===== src/rtl/ps2_host_ctl.sv =====
// PS/2 host controller: conditions the open-drain clock/data lines and sequences
// device-to-host frame reception and host-to-device command transmission.
module ps2_host_ctl #(
  parameter int unsigned INHIBIT_CYCLES = 100,
  parameter int unsigned TIMEOUT_CYCLES = 2000,
  parameter int unsigned FILTER_LEN     = 4
) (
  input  logic       clk,
  input  logic       reset,
  input  logic       ps2_clk_in,
  input  logic       ps2_dat_in,
  output logic       ps2_clk_oe,
  output logic       ps2_dat_oe,
  input  logic       tx_valid,
  input  logic [7:0] tx_data,
  output logic       tx_ready,
  output logic       tx_done,
  output logic       tx_err,
  output logic       rx_valid,
  output logic [7:0] rx_data,
  output logic       rx_err,
  output logic       busy
);
  localparam int unsigned CntMax =
      (INHIBIT_CYCLES > TIMEOUT_CYCLES) ? INHIBIT_CYCLES : TIMEOUT_CYCLES;
  localparam int unsigned CW = $clog2(CntMax + 1);
  localparam int unsigned FW = $clog2(FILTER_LEN + 1);

  localparam logic [2:0] StIdle   = 3'd0;
  localparam logic [2:0] StRx     = 3'd1;
  localparam logic [2:0] StTxInh  = 3'd2;
  localparam logic [2:0] StTxRts  = 3'd3;
  localparam logic [2:0] StTxBits = 3'd4;
  localparam logic [2:0] StTxAck  = 3'd5;
  localparam logic [2:0] StTxRel  = 3'd6;

  logic          clk_s1, clk_s2, dat_s1, dat_s2, clk_f, fe;
  logic [FW-1:0] flt_cnt;

  always_ff @(posedge clk) begin
    if (reset) begin
      clk_s1  <= 1'b1;
      clk_s2  <= 1'b1;
      dat_s1  <= 1'b1;
      dat_s2  <= 1'b1;
      clk_f   <= 1'b1;
      flt_cnt <= '0;
      fe      <= 1'b0;
    end else begin
      clk_s1 <= ps2_clk_in;
      clk_s2 <= clk_s1;
      dat_s1 <= ps2_dat_in;
      dat_s2 <= dat_s1;
      fe     <= 1'b0;
      if (clk_s2 == clk_f) begin
        flt_cnt <= '0;
      end else if (flt_cnt == FW'(FILTER_LEN - 1)) begin
        clk_f   <= clk_s2;
        flt_cnt <= '0;
        fe      <= ~clk_s2;
      end else begin
        flt_cnt <= flt_cnt + FW'(1);
      end
    end
  end

  logic [2:0]    state_q, state_d;
  logic [3:0]    bit_cnt_q, bit_cnt_d;
  logic [10:0]   rx_sh_q, rx_sh_d, rx_next;
  logic [9:0]    tx_sh_q, tx_sh_d;
  logic          ack_q, ack_d;
  logic [CW-1:0] cnt_q, cnt_d;
  logic          clk_oe_q, clk_oe_d, dat_oe_q, dat_oe_d;
  logic          tx_done_d, tx_err_d, rx_valid_d, rx_err_d;
  logic [7:0]    rx_data_d;
  logic          timeout;

  assign rx_next = {dat_s2, rx_sh_q[10:1]};
  // Counter starts at 1 on every fe so a timeout lands exactly TIMEOUT_CYCLES after it.
  assign timeout = (cnt_q == CW'(TIMEOUT_CYCLES - 1));

  always_comb begin
    state_d    = state_q;
    bit_cnt_d  = bit_cnt_q;
    rx_sh_d    = rx_sh_q;
    tx_sh_d    = tx_sh_q;
    ack_d      = ack_q;
    cnt_d      = cnt_q;
    clk_oe_d   = clk_oe_q;
    dat_oe_d   = dat_oe_q;
    rx_data_d  = rx_data;
    tx_done_d  = 1'b0;
    tx_err_d   = 1'b0;
    rx_valid_d = 1'b0;
    rx_err_d   = 1'b0;
    case (state_q)
      StIdle: begin
        cnt_d = CW'(1);
        if (fe) begin
          rx_sh_d   = rx_next;
          bit_cnt_d = 4'd1;
          state_d   = StRx;
        end else if (tx_valid) begin
          tx_sh_d  = {1'b1, ~^tx_data, tx_data};
          cnt_d    = '0;
          clk_oe_d = 1'b1;
          state_d  = StTxInh;
        end
      end
      StRx: begin
        if (fe) begin
          rx_sh_d   = rx_next;
          bit_cnt_d = bit_cnt_q + 4'd1;
          cnt_d     = CW'(1);
          if (bit_cnt_q == 4'd10) begin
            state_d = StIdle;
            if (!rx_next[0] && (^rx_next[9:1]) && rx_next[10]) begin
              rx_valid_d = 1'b1;
              rx_data_d  = rx_next[8:1];
            end else begin
              rx_err_d = 1'b1;
            end
          end
        end else if (timeout) begin
          rx_err_d = 1'b1;
          state_d  = StIdle;
        end else begin
          cnt_d = cnt_q + CW'(1);
        end
      end
      StTxInh: begin
        // RTS cycle is the last of the INHIBIT_CYCLES clock-low cycles.
        if (cnt_q == CW'(INHIBIT_CYCLES - 2)) begin
          dat_oe_d = 1'b1;
          state_d  = StTxRts;
        end else begin
          cnt_d = cnt_q + CW'(1);
        end
      end
      StTxRts: begin
        clk_oe_d  = 1'b0;
        bit_cnt_d = 4'd0;
        cnt_d     = CW'(1);
        state_d   = StTxBits;
      end
      StTxBits, StTxAck, StTxRel: begin
        if (state_q == StTxRel && clk_f && dat_s2) begin
          tx_done_d = ack_q;
          tx_err_d  = ~ack_q;
          state_d   = StIdle;
        end else if (fe && state_q == StTxBits) begin
          dat_oe_d  = ~tx_sh_q[0];
          tx_sh_d   = {1'b1, tx_sh_q[9:1]};
          bit_cnt_d = bit_cnt_q + 4'd1;
          cnt_d     = CW'(1);
          if (bit_cnt_q == 4'd9) state_d = StTxAck;
        end else if (fe && state_q == StTxAck) begin
          ack_d   = ~dat_s2;
          cnt_d   = CW'(1);
          state_d = StTxRel;
        end else if (timeout) begin
          clk_oe_d = 1'b0;
          dat_oe_d = 1'b0;
          tx_err_d = 1'b1;
          state_d  = StIdle;
        end else begin
          cnt_d = cnt_q + CW'(1);
        end
      end
      default: state_d = StIdle;
    endcase
  end

  always_ff @(posedge clk) begin
    if (reset) begin
      state_q   <= StIdle;
      bit_cnt_q <= '0;
      rx_sh_q   <= '0;
      tx_sh_q   <= '0;
      ack_q     <= 1'b0;
      cnt_q     <= '0;
      clk_oe_q  <= 1'b0;
      dat_oe_q  <= 1'b0;
      rx_data   <= 8'h00;
      tx_done   <= 1'b0;
      tx_err    <= 1'b0;
      rx_valid  <= 1'b0;
      rx_err    <= 1'b0;
    end else begin
      state_q   <= state_d;
      bit_cnt_q <= bit_cnt_d;
      rx_sh_q   <= rx_sh_d;
      tx_sh_q   <= tx_sh_d;
      ack_q     <= ack_d;
      cnt_q     <= cnt_d;
      clk_oe_q  <= clk_oe_d;
      dat_oe_q  <= dat_oe_d;
      rx_data   <= rx_data_d;
      tx_done   <= tx_done_d;
      tx_err    <= tx_err_d;
      rx_valid  <= rx_valid_d;
      rx_err    <= rx_err_d;
    end
  end

  assign ps2_clk_oe = clk_oe_q;
  assign ps2_dat_oe = dat_oe_q;
  assign tx_ready   = (state_q == StIdle) && !fe;
  assign busy       = (state_q != StIdle);

endmodule

===== config.mk =====
export PLATFORM = sky130hd
export DESIGN_NAME = ps2_host_ctl
export DESIGN_NICKNAME = d
export VERILOG_FILES = /design/src/rtl/ps2_host_ctl.sv
export SDC_FILE = /design/constraint.sdc
export NUM_CORES = 1
export LEC_CHECK = 0
export CORE_ASPECT_RATIO = 2
export CORE_MARGIN = 1
export CORE_UTILIZATION = 60
export CTS_CLUSTER_SIZE = 8
export DETAILED_ROUTE_END_ITERATION = 10
export PLACE_DENSITY = 0.82
export SLEW_MARGIN = 20
export SYNTH_ARGS = -nofsm -noshare
export SYNTH_HDL_FRONTEND = slang
export SYNTH_SLANG_ARGS = --single-unit

===== constraint.sdc =====
create_clock -name clk -period 4.6 [get_ports clk]
set_clock_uncertainty 0.15 [all_clocks]
set_input_delay 0.69 -clock clk [delete_from_list [all_inputs] [get_ports clk]]
set_output_delay 0.69 -clock clk [all_outputs]
set_load 0.02 [all_outputs]

==> results.yml <==
clock_tree:
  cts_tree: "built"
  cts_resized: 0
  cts_made_buffers: 9
  cts_buffer_depth: 2
  cts_setup_buffers: 0
  hold_buffers: 0
  path_clk_slew_ns: 0.06
  clk-insertion-delay-late_ns: 0.35
  h-tree-depth: 3
  root_buffer: "clkbuf_8"
  cts_sinks: 62
floorplanning:
  die-area_um2: 5800
  die_height_um: 107
  start_util_pct: 63.4
  ioPinCount: 29
  core_um2: 5180
  dieWidth_um: 54.4
  rows: 37
routing:
  wl_met3_um: 274
  drt-initial-drc-count: 102
  routed.top_layer: "met4"
  wirelength_met1_mm: 2.94
  drt_first_pass_iters: 4
  ant_nets: 0
  vias: 2992
  drc_errors: 0
  post_drt_wl_per_cell_um: 16.2
  via_per_inst: 6.41
  routed_wl_mm: 7.55
  wl_met2_mm: 4.07
setup_path:
  endpoint_kind: "primary output"
  arrival_ns: 2.22
  worst-path-max-fanout: 21
  critPathRequiredTime_ns: 3.76
  crit_path_start_kind: "register"
  path_class: "reg -> out"
yosys:
  synth_most_common_cell: "dfxtp_1"
  ys_types: 63
  ys_ff_latch: 62
  ys_async_sr_fraction_pct: 0
  yosysTopAreaCell: "dfxtp_1"
  synth_edf_count: 0
  synth_top_area_share_pct: 37.7
  synth_common_cells: "dfxtp_1 (62), nor2_1 (47), a21oi_1 (28), nand2_1 (20)"
  yosys-top-cells-area: "dfxtp_1 (38%), nor2_1 (5.4%), a21oi_1 (4.3%), mux2i_1 (3.0%), a311oi_1 (2.7%)"
  ys.flop_type: "dfxtp_1"
  syn_nets: 410
  synth_warnings: 0
  ys_seq_area_share_pct: 37.7
  synth_area_um2: 3290
  synthCells: 390
  syn_avg_cell_area_um2: 8.43
grt:
  grt_pass1_vias: 2806
  antenna_found_initial: 0
  grt_pass1_wl_mm: 12.5
  track_usage_pct: 29.3
  grt_start_max_net_pins: 35
  grt-ovfl-total: 0
timing:
  relSlewSlack_pct: 49.5
  slew_viol_final: 0
  fin_crit_sh_pct: 66.6
  tightest_slew_ns: 0.756
  layout_min_cycle_time_ns: 3.06
  fmax_mhz: 326
  setup_violations: 0
  tns_ns: 0
  timing.final.ws_setup_ns: 1.54
  rsz0062_at_grt: "no"
  finalHoldViolations: 0
pwr:
  leakagePower_nw: 1.28
  finalPower_mw: 1.22
  power_density_nw_per_um2: 329
  ir_worst_vdd_mv: 0.284
cells_and_area:
  sequential_cell_area_um2: 1240
  num_antenna_cells: 0
  areaGrowthSynthToFinish_pct: 13.3
  nNetsFinal: 425
  multi_input_area_um2: 1890
  fillers: 446
  drive_gt1_share_pct: 8.80
min_path:
  hold_path_class: "reg -> reg"
run_status:
  status: "complete, no violations"
placed_design:
  dp_hpwl_mm: 5.31
  io_buffers: 28
  place.gp.congestion: 0.890
  dp_slack_ns: 1.89
flow_run:
  drv_cap: 0
-- per-stage QoR --
stage | area [um^2] | util (%) | std cells | hold WS, ns
6_report | 3730 | 71.9 | 467 | 0.262
4_1_cts | 3730 | 71.9 | 467 | 0.264
3_5_place_dp | 3540 | 68.2 | 452 | 0.248
2_1_floorplan | 3290 | - | 390 | 0.239
5_1_grt | 3730 | 71.9 | 467 | 0.288
3_3_place_gp | 3540 | 68.2 | 452 | 0.241
-- state kept, by name (all words and copies together) (netlist names), 3 cells and up --
name and cells:
cnt_q 11, rx_sh_q 10, rx_data 8, tx_sh_q 10
bit_cnt_q 4, flt_cnt 3, state_q 3
-- critical path: stages (launching register included) --
cell             delay (ns)
dfxtp_1                0.61
buf_4                  0.32
nor2_1                 0.13
nand2_1                0.19
clkdlybuf4s50_1        0.63
-- cell type report --
class                   instances  share of cell area, %
multi-input cells             291                   50.7
clock inverters                 4                   1.28
inverters                      10                   1.01
repair buffers                 31                   7.99
well taps                      58                   1.95
flip-flops and latches         62                   33.3
clock buffers                  11                   3.79
-- report_power, final --
group	internal, mW	leakage (nW)	total, mW	switching [mW]
combinational	0.0750	0.678	0.174	0.0986
sequential	0.558	0.504	0.582	0.0242
clock	0.260	0.0952	0.469	0.209
total	0.893	1.28	1.22	0.332
-- metal layers --
metal | track usage, % | vias up
li1 | - | 1456
met1 | 31.3 | 1433
met2 | 49.9 | 82
met3 | 6.52 | 21
met4 | 16.3 | 0
met5 | 0 | -
-- placed cells by master (no fill, tap or decap), drive strengths merged, types with 5 or more instances in the layout --
cell type / n
nor3: 13
a311oi: 10
and3: 6
o31ai: 11
dfxtp: 62
a21oi: 28
xnor2: 12
nand4: 10
or4: 5
xor2: 5
clkdlybuf4s50: 27
inv: 9
nand3: 17
o21ai: 21
ha: 7
clkbuf: 11
nand2b: 6
nand2: 20
mux2i: 10
or2: 6
nor2: 47
-- worst paths after layout --
path	startpoint	slack (ns)	endpoint	depth (start not counted)
setup / recovery	state_q[2]$_SDFFE_PP0P_	1.54	busy	4
hold / removal	clk_s1$_SDFF_PP1_	0.26	clk_s2$_SDFF_PP1_	1
setup reg to reg	state_q[2]$_SDFFE_PP0P_	1.85	rx_data[2]$_SDFFE_PP0P_	6
hold reg to reg	clk_s1$_SDFF_PP1_	0.26	clk_s2$_SDFF_PP1_	1
-- cell families (layout without fill, tap and decap cells) --
| family | Yosys count | count (layout) | synth area share [%] |
|---|---|---|---|
| and+or+nand+nor | 160 | 160 | 26.5 |
| AOI/OAI and AO/OA | 96 | 96 | 19.1 |
| DFF | 62 | 62 | 37.7 |
| buffers and inverters | 37 | 56 | 4.87 |
| xor gates and xnor gates | 18 | 18 | 6.05 |
| muxes | 10 | 10 | 3.04 |
| adders and majority gates | 7 | 7 | 2.66 |
No activity file was read; power rests on OpenSTA's default activity.
==> variant 1, RTL diff (same settings) <==
The parameter `INHIBIT_CYCLES` goes from 100 to 150.
--- a/src/rtl/ps2_host_ctl.sv
+++ b/src/rtl/ps2_host_ctl.sv
@@ -3,3 +3,3 @@
 module ps2_host_ctl #(
-  parameter int unsigned INHIBIT_CYCLES = 100,
+  parameter int unsigned INHIBIT_CYCLES = 150,
   parameter int unsigned TIMEOUT_CYCLES = 2000,
Behaviour: no difference found for any inputs over 10 cycles, from zero or initial values and one cycle with reset high; that may be too few to reach the edited logic, so the function may still have changed.
==> variant 1 against the unedited design <==
- cell count fell by 0.64%
- cell area fell by 1.2%
- routed wire length decreased by 0.15%
- synthesized area is 1.9% lower
- largest power group unchanged
- total power decreased by 2.2%
- register-to-register slack improved by 140 ps
- setup slack improved by 180 ps
- sequential share of layout area grew 0.41 points
- die area down 1.9%
- critical path type unchanged
- sequential cell count did not move
==> variant 1: results (changes against the unedited design) <==
INFO  metric met1Wirelength = 2910 um (-1.2%)
INFO  metric layout-drive-gt1-share = 7.64% (-1.2 points)
INFO  metric regToRegSetupSlack = 1990 ps (+140 ps)
INFO  metric detail_route.wirelength = 7540 um (-0.15%)
INFO  metric hold_path_end = dat_s2
INFO  metric preCtsSetupSlack = 2000 ps (+105 ps)
INFO  metric groute.layer.met3.usage = 5.63% (-0.90 points)
INFO  metric use_met1 = 29.7% (-1.6 points)
INFO  metric post_synth_num_cell_types = 53 (-16%)
INFO  metric fin_nets = 421 (-0.94%)
INFO  metric commonest_cells_in_the_synthesized_netlist = dfxtp_1, nor2_1, nand2_1
INFO  metric power.net_switching = 301 uW (-9.2%)
INFO  metric vias = 2884 (-3.6%)
INFO  metric comb_cell_power = 139 uW (-20%)
INFO  metric worst_path_largest_cell_delay = 770 ps (+140 ps)
INFO  metric critical_path.reg2reg.startpoint = cnt_q[0]
INFO  metric critPathMaxFanout = 22 (+4.8%)
INFO  metric drt_pass1_iterations = 5 (+1)
INFO  metric sequential_element_share_of_the_synthesized_area = 38.5% (+0.75 points)
INFO  metric placer_congestion = 0.874 (-1.8%)
INFO  metric vdd.ir_drop.worst = 0.000517 V (+82%)
INFO  metric result_of_the_run = completed
INFO  metric whs = 266 ps (+4.49 ps)
INFO  metric grt_max_degree = 59 (+69%)
INFO  metric total_leakage_power = 0.00125 uW (-2.0%)
INFO  metric global_route.usage.met2 = 51.6% (+1.7 points)
INFO  metric dr_wl_met2 = 4240 um (+4.2%)
INFO  metric grt_pass1_wl = 12300 um (-1.7%)
INFO  metric critical_path.slowest_cell = dfxtp_1
INFO  metric endpoint_arrival_time_on_the_critical_path = 2040 ps (-180 ps)
INFO  metric slew_headroom = 29.1% (-20 points)
INFO  metric pwr.group.clock = 482 uW (+3%)
INFO  metric global_route.usage.total = 29.6% (+0.23 points)
INFO  metric drt_iter0_markers = 100 (-2.0%)
[variant 1: changes by cell type after synthesis, sizes merged, moves of 4 or more]
cell	unedited run	this run
clkbuf	18	22
nand2	20	29
nand3	17	21
nand4	10	14
nor3	13	8
nor4	2	6
[variant 1: worst max-delay path: cells and delay by family, from the launching register on]
family / cells / cell delay, ps
and+or+nand+nor: 1 / 290
buffers and inverters: 1 / 630
DFF: 1 / 770
[variant 1: worst max path at each step]
| stage | from | to | slack [ps] | cells past startpoint |
|---|---|---|---|---|
| 4_1_cts | state_q[0] | busy | 1720 | 2 |
| 6_report | state_q[0] | busy | 1720 | 2 |
| 3_5_place_dp | tx_valid | tx_sh_q[7] | 2000 | 6 |
| 3_3_place_gp | tx_valid | tx_sh_q[6] | 2080 | 6 |
| 5_1_grt | state_q[0] | busy | 1600 | 2 |
| 2_1_floorplan | state_q[2] | tx_ready | 2050 | 5 |
[variant 1: logic make-up after synthesis]
logic type / count (synthesis) / synth area share (%)
compound gates: 91 / 18.6
xor+xnor: 18 / 5.90
fa+ha+maj: 7 / 2.72
buf+inv: 37 / 4.42
flops: 62 / 38.5
mux: 11 / 3.41
simple gates: 162 / 26.5
[variant 1: final cells by class]
type	count	area [um^2]	share of cell area [%]
clock buffer	13	159	4.32
clock inverter	3	42.5	1.16
inverter	9	33.8	0.918
multi-input combinational	289	1840	50.0
sequential	62	1240	33.7
tap	58	72.6	1.97
timing repair buffer	30	290	7.89
[variant 1: stage by stage]
step / cell area, um^2 / instances / power (uW) / utilization, %
floorplan: 3230 / 388 / 684 / -
CTS: 3680 / 464 / 1210 / 71.6
finish: 3680 / 464 / 1200 / 71.6
global route: 3680 / 464 / 1250 / 71.6
detailed placement: 3480 / 448 / 726 / 67.7
global placement: 3480 / 448 / 722 / 67.7
==> variant 2, RTL diff (same flow settings) <==
Without the edit above. Register the output `tx_err` once more; this adds one clock of latency there. The other outputs are not delayed to match.
--- a/src/rtl/ps2_host_ctl.sv
+++ b/src/rtl/ps2_host_ctl.sv
@@ -36,2 +36,4 @@
 
+  logic tx_err_s0;
+
   logic          clk_s1, clk_s2, dat_s1, dat_s2, clk_f, fe;
@@ -185,3 +187,3 @@
       tx_done   <= 1'b0;
-      tx_err    <= 1'b0;
+      tx_err_s0 <= 1'b0;
       rx_valid  <= 1'b0;
@@ -199,3 +201,3 @@
       tx_done   <= tx_done_d;
-      tx_err    <= tx_err_d;
+      tx_err_s0 <= tx_err_d;
       rx_valid  <= rx_valid_d;
@@ -210,2 +212,6 @@
 
+  always_ff @(posedge clk) begin
+    tx_err <= tx_err_s0;
+  end
+
 endmodule
Behaviour: same outputs for any inputs over 10 cycles, from zero or initial values and one cycle with reset high; that may be too few to reach the edited logic, so the function may still have changed.
==> variant 2 against the unedited design <==
- total power down 5.2%
- setup slack improved by 140 ps
- critical path depth is 1 lower
- via count is 0.57% lower
- sequential cell count grew 1
- sequential share of layout area is 0.80 points higher
- cell area shrank 0.77%
- routed wire length fell by 4.2%
- clock power is 7.0% higher
- highest routed layer unchanged
- synthesized area shrank 1.1%
- largest cell class unchanged
- non-clock buffer count decreased by 2
- worst hold slack got worse by 76 ps
==> variant 2: results (changes against the unedited design) <==
INFO  metric result_of_the_run = completed
INFO  metric cts_max_level = 3 (unchanged)
INFO  metric cells_taking_the_most_area_after_synthesis = dfxtp_1, nand2_1, a21oi_1, nor2_1, xnor2_1
INFO  metric final.fill_count = 430 (-3.6%)
INFO  metric grt_pass1_wl = 11900 um (-5.2%)
INFO  metric placer_congestion = 0.870 (-2.2%)
INFO  metric fin_nets = 433 (+1.9%)
INFO  metric clock_tree.buffer_depth = 2 (unchanged)
INFO  metric drt_iter0_markers = 112 (+9.8%)
INFO  metric total_leakage_power = 0.00130 uW (+2.0%)
INFO  metric overflow = 0 (unchanged)
INFO  metric synthArstFlopShare = 0% (unchanged)
INFO  metric post_drt_wl_per_cell = 15.2 um (-6.0%)
INFO  metric sequential_element_share_of_the_synthesized_area = 38.8% (+1.1 points)
INFO  metric clk-insertion-delay-late = 350 ps (about the same)
INFO  metric buffer_ports.inserted = 28 (unchanged)
INFO  metric synth_compound_area_share = 21.4% (+2.3 points)
INFO  metric post-cts-setup-buffers = 0 (unchanged)
INFO  metric endpoint_arrival_time_on_the_critical_path = 2090 ps (-130 ps)
INFO  metric place_hpwl = 5070 um (-4.5%)
INFO  metric global_route.usage.total = 28.1% (-1.2 points)
INFO  metric vdd.ir_drop.worst = 0.000306 V (+7.8%)
INFO  metric top_regs = cnt_q x11, rx_sh_q x10, tx_sh_q x10
INFO  metric first_global_vias = 2737 (-2.5%)
INFO  metric commonest_cells_in_the_synthesized_netlist = dfxtp_1, nand2_1, a21oi_1
INFO  metric vias = 2975 (-0.57%)
INFO  metric regToRegSetupSlack = 1910 ps (+60 ps)
INFO  metric post_synth_num_cell_types = 60 (-4.8%)
INFO  metric critPathMaxFanout = 23 (+9.5%)
INFO  metric post_synthesis_xor_xnor_area_fraction = 5.50% (-0.55 points)
INFO  metric critical_path.slowest_cell = dfxtp_1
INFO  metric synthesis.yosys.warnings = 0 (unchanged)
INFO  metric antenna_found_initial = 0 (unchanged)
INFO  metric slew_headroom = 37.3% (-12 points)
INFO  metric antenna_cells = 0 (unchanged)
INFO  metric yosys.area_share.adder = 2.69% (+0.031 points)
INFO  metric syn_nets = 419 (+2.2%)
INFO  metric clock-root-buffer = clkbuf_8
INFO  metric muxShareOfSynthArea = 0.308% (-2.7 points)
INFO  metric drt_pass1_iterations = 4 (unchanged)
INFO  metric clk_pin_slew = 70 ps
INFO  metric critical-path-top-delay-family = flip-flops
INFO  metric whs = 186 ps (-76.0 ps)
INFO  metric grt_max_degree = 53 (+51%)
INFO  metric worst_path_largest_cell_delay = 800 ps (+170 ps)
INFO  metric cts_made_buffers = 9 (unchanged)
INFO  metric layout-drive-gt1-share = 8.61% (-0.19 points)
INFO  metric hold_path.class = flop to flop
INFO  metric cts-resized-gates = 0 (unchanged)
==> variant 2: final cells by class <==
cell class | count | area, um^2 | share of cell area (%)
well taps | 58 | 72.6 | 1.96
multi-input cells | 300 | 1830 | 49.6
clock inverters | 3 | 40.0 | 1.08
clock buffers | 13 | 169 | 4.57
flip-flops and latches | 63 | 1260 | 34.1
repair buffers | 29 | 283 | 7.65
inverters | 10 | 37.5 | 1.02
==> variant 2: cells by family after synthesis <==
group,after synthesis
buffers and inverters,36
xor gates and xnor gates,18
muxes,1
DFF,63
adders and majority gates,7
and+or+nand+nor,167
AOI/OAI and AO/OA,107
==> variant 2: path summary, 6_finish.rpt <==
| path | startpoint | to | cells past startpoint |
|---|---|---|---|
| max | state_q[1] | busy | 3 |
| min | tx_err_s0 | tx_err | 0 |
| max reg2reg | state_q[1] | cnt_q[5] | 5 |
| min reg2reg | tx_err_s0 | tx_err | 0 |
==> variant 2: power breakdown <==
part	switching, uW	internal, uW
Combinational	48.1	41.7
Clock	209	293
Sequential	10.7	558
Total	268	893
==> variant 2: worst reg2reg max path, cell delays in order, from the launching register on <==
cell and delay [ps]:
dfxtp_1 800, nand2_1 530, o21ai_1 470, o21ai_0 310, nand3_1 170, a21oi_1 80
==> variant 2: metal layers <==
metal,vias to the layer above,track usage (%),routed length (um)
li1,1472,-,-
met1,1397,29.3,2820
met2,79,47.9,3880
met3,27,5.58,236
met4,0,18.1,294
met5,-,0,0
==> variant 2: metrics by stage <==
step | setup WS, ps | total power, uW | cell area, um^2 | std cells | util, %
floorplan | 2030 | 640 | 3250 | 399 | -
global placement | 1870 | 667 | 3480 | 460 | 67.2
detailed placement | 1720 | 670 | 3480 | 460 | 67.2
CTS | 1710 | 1170 | 3690 | 476 | 71.2
global route | 1560 | 1200 | 3700 | 476 | 71.3
finish | 1670 | 1160 | 3700 | 476 | 71.3
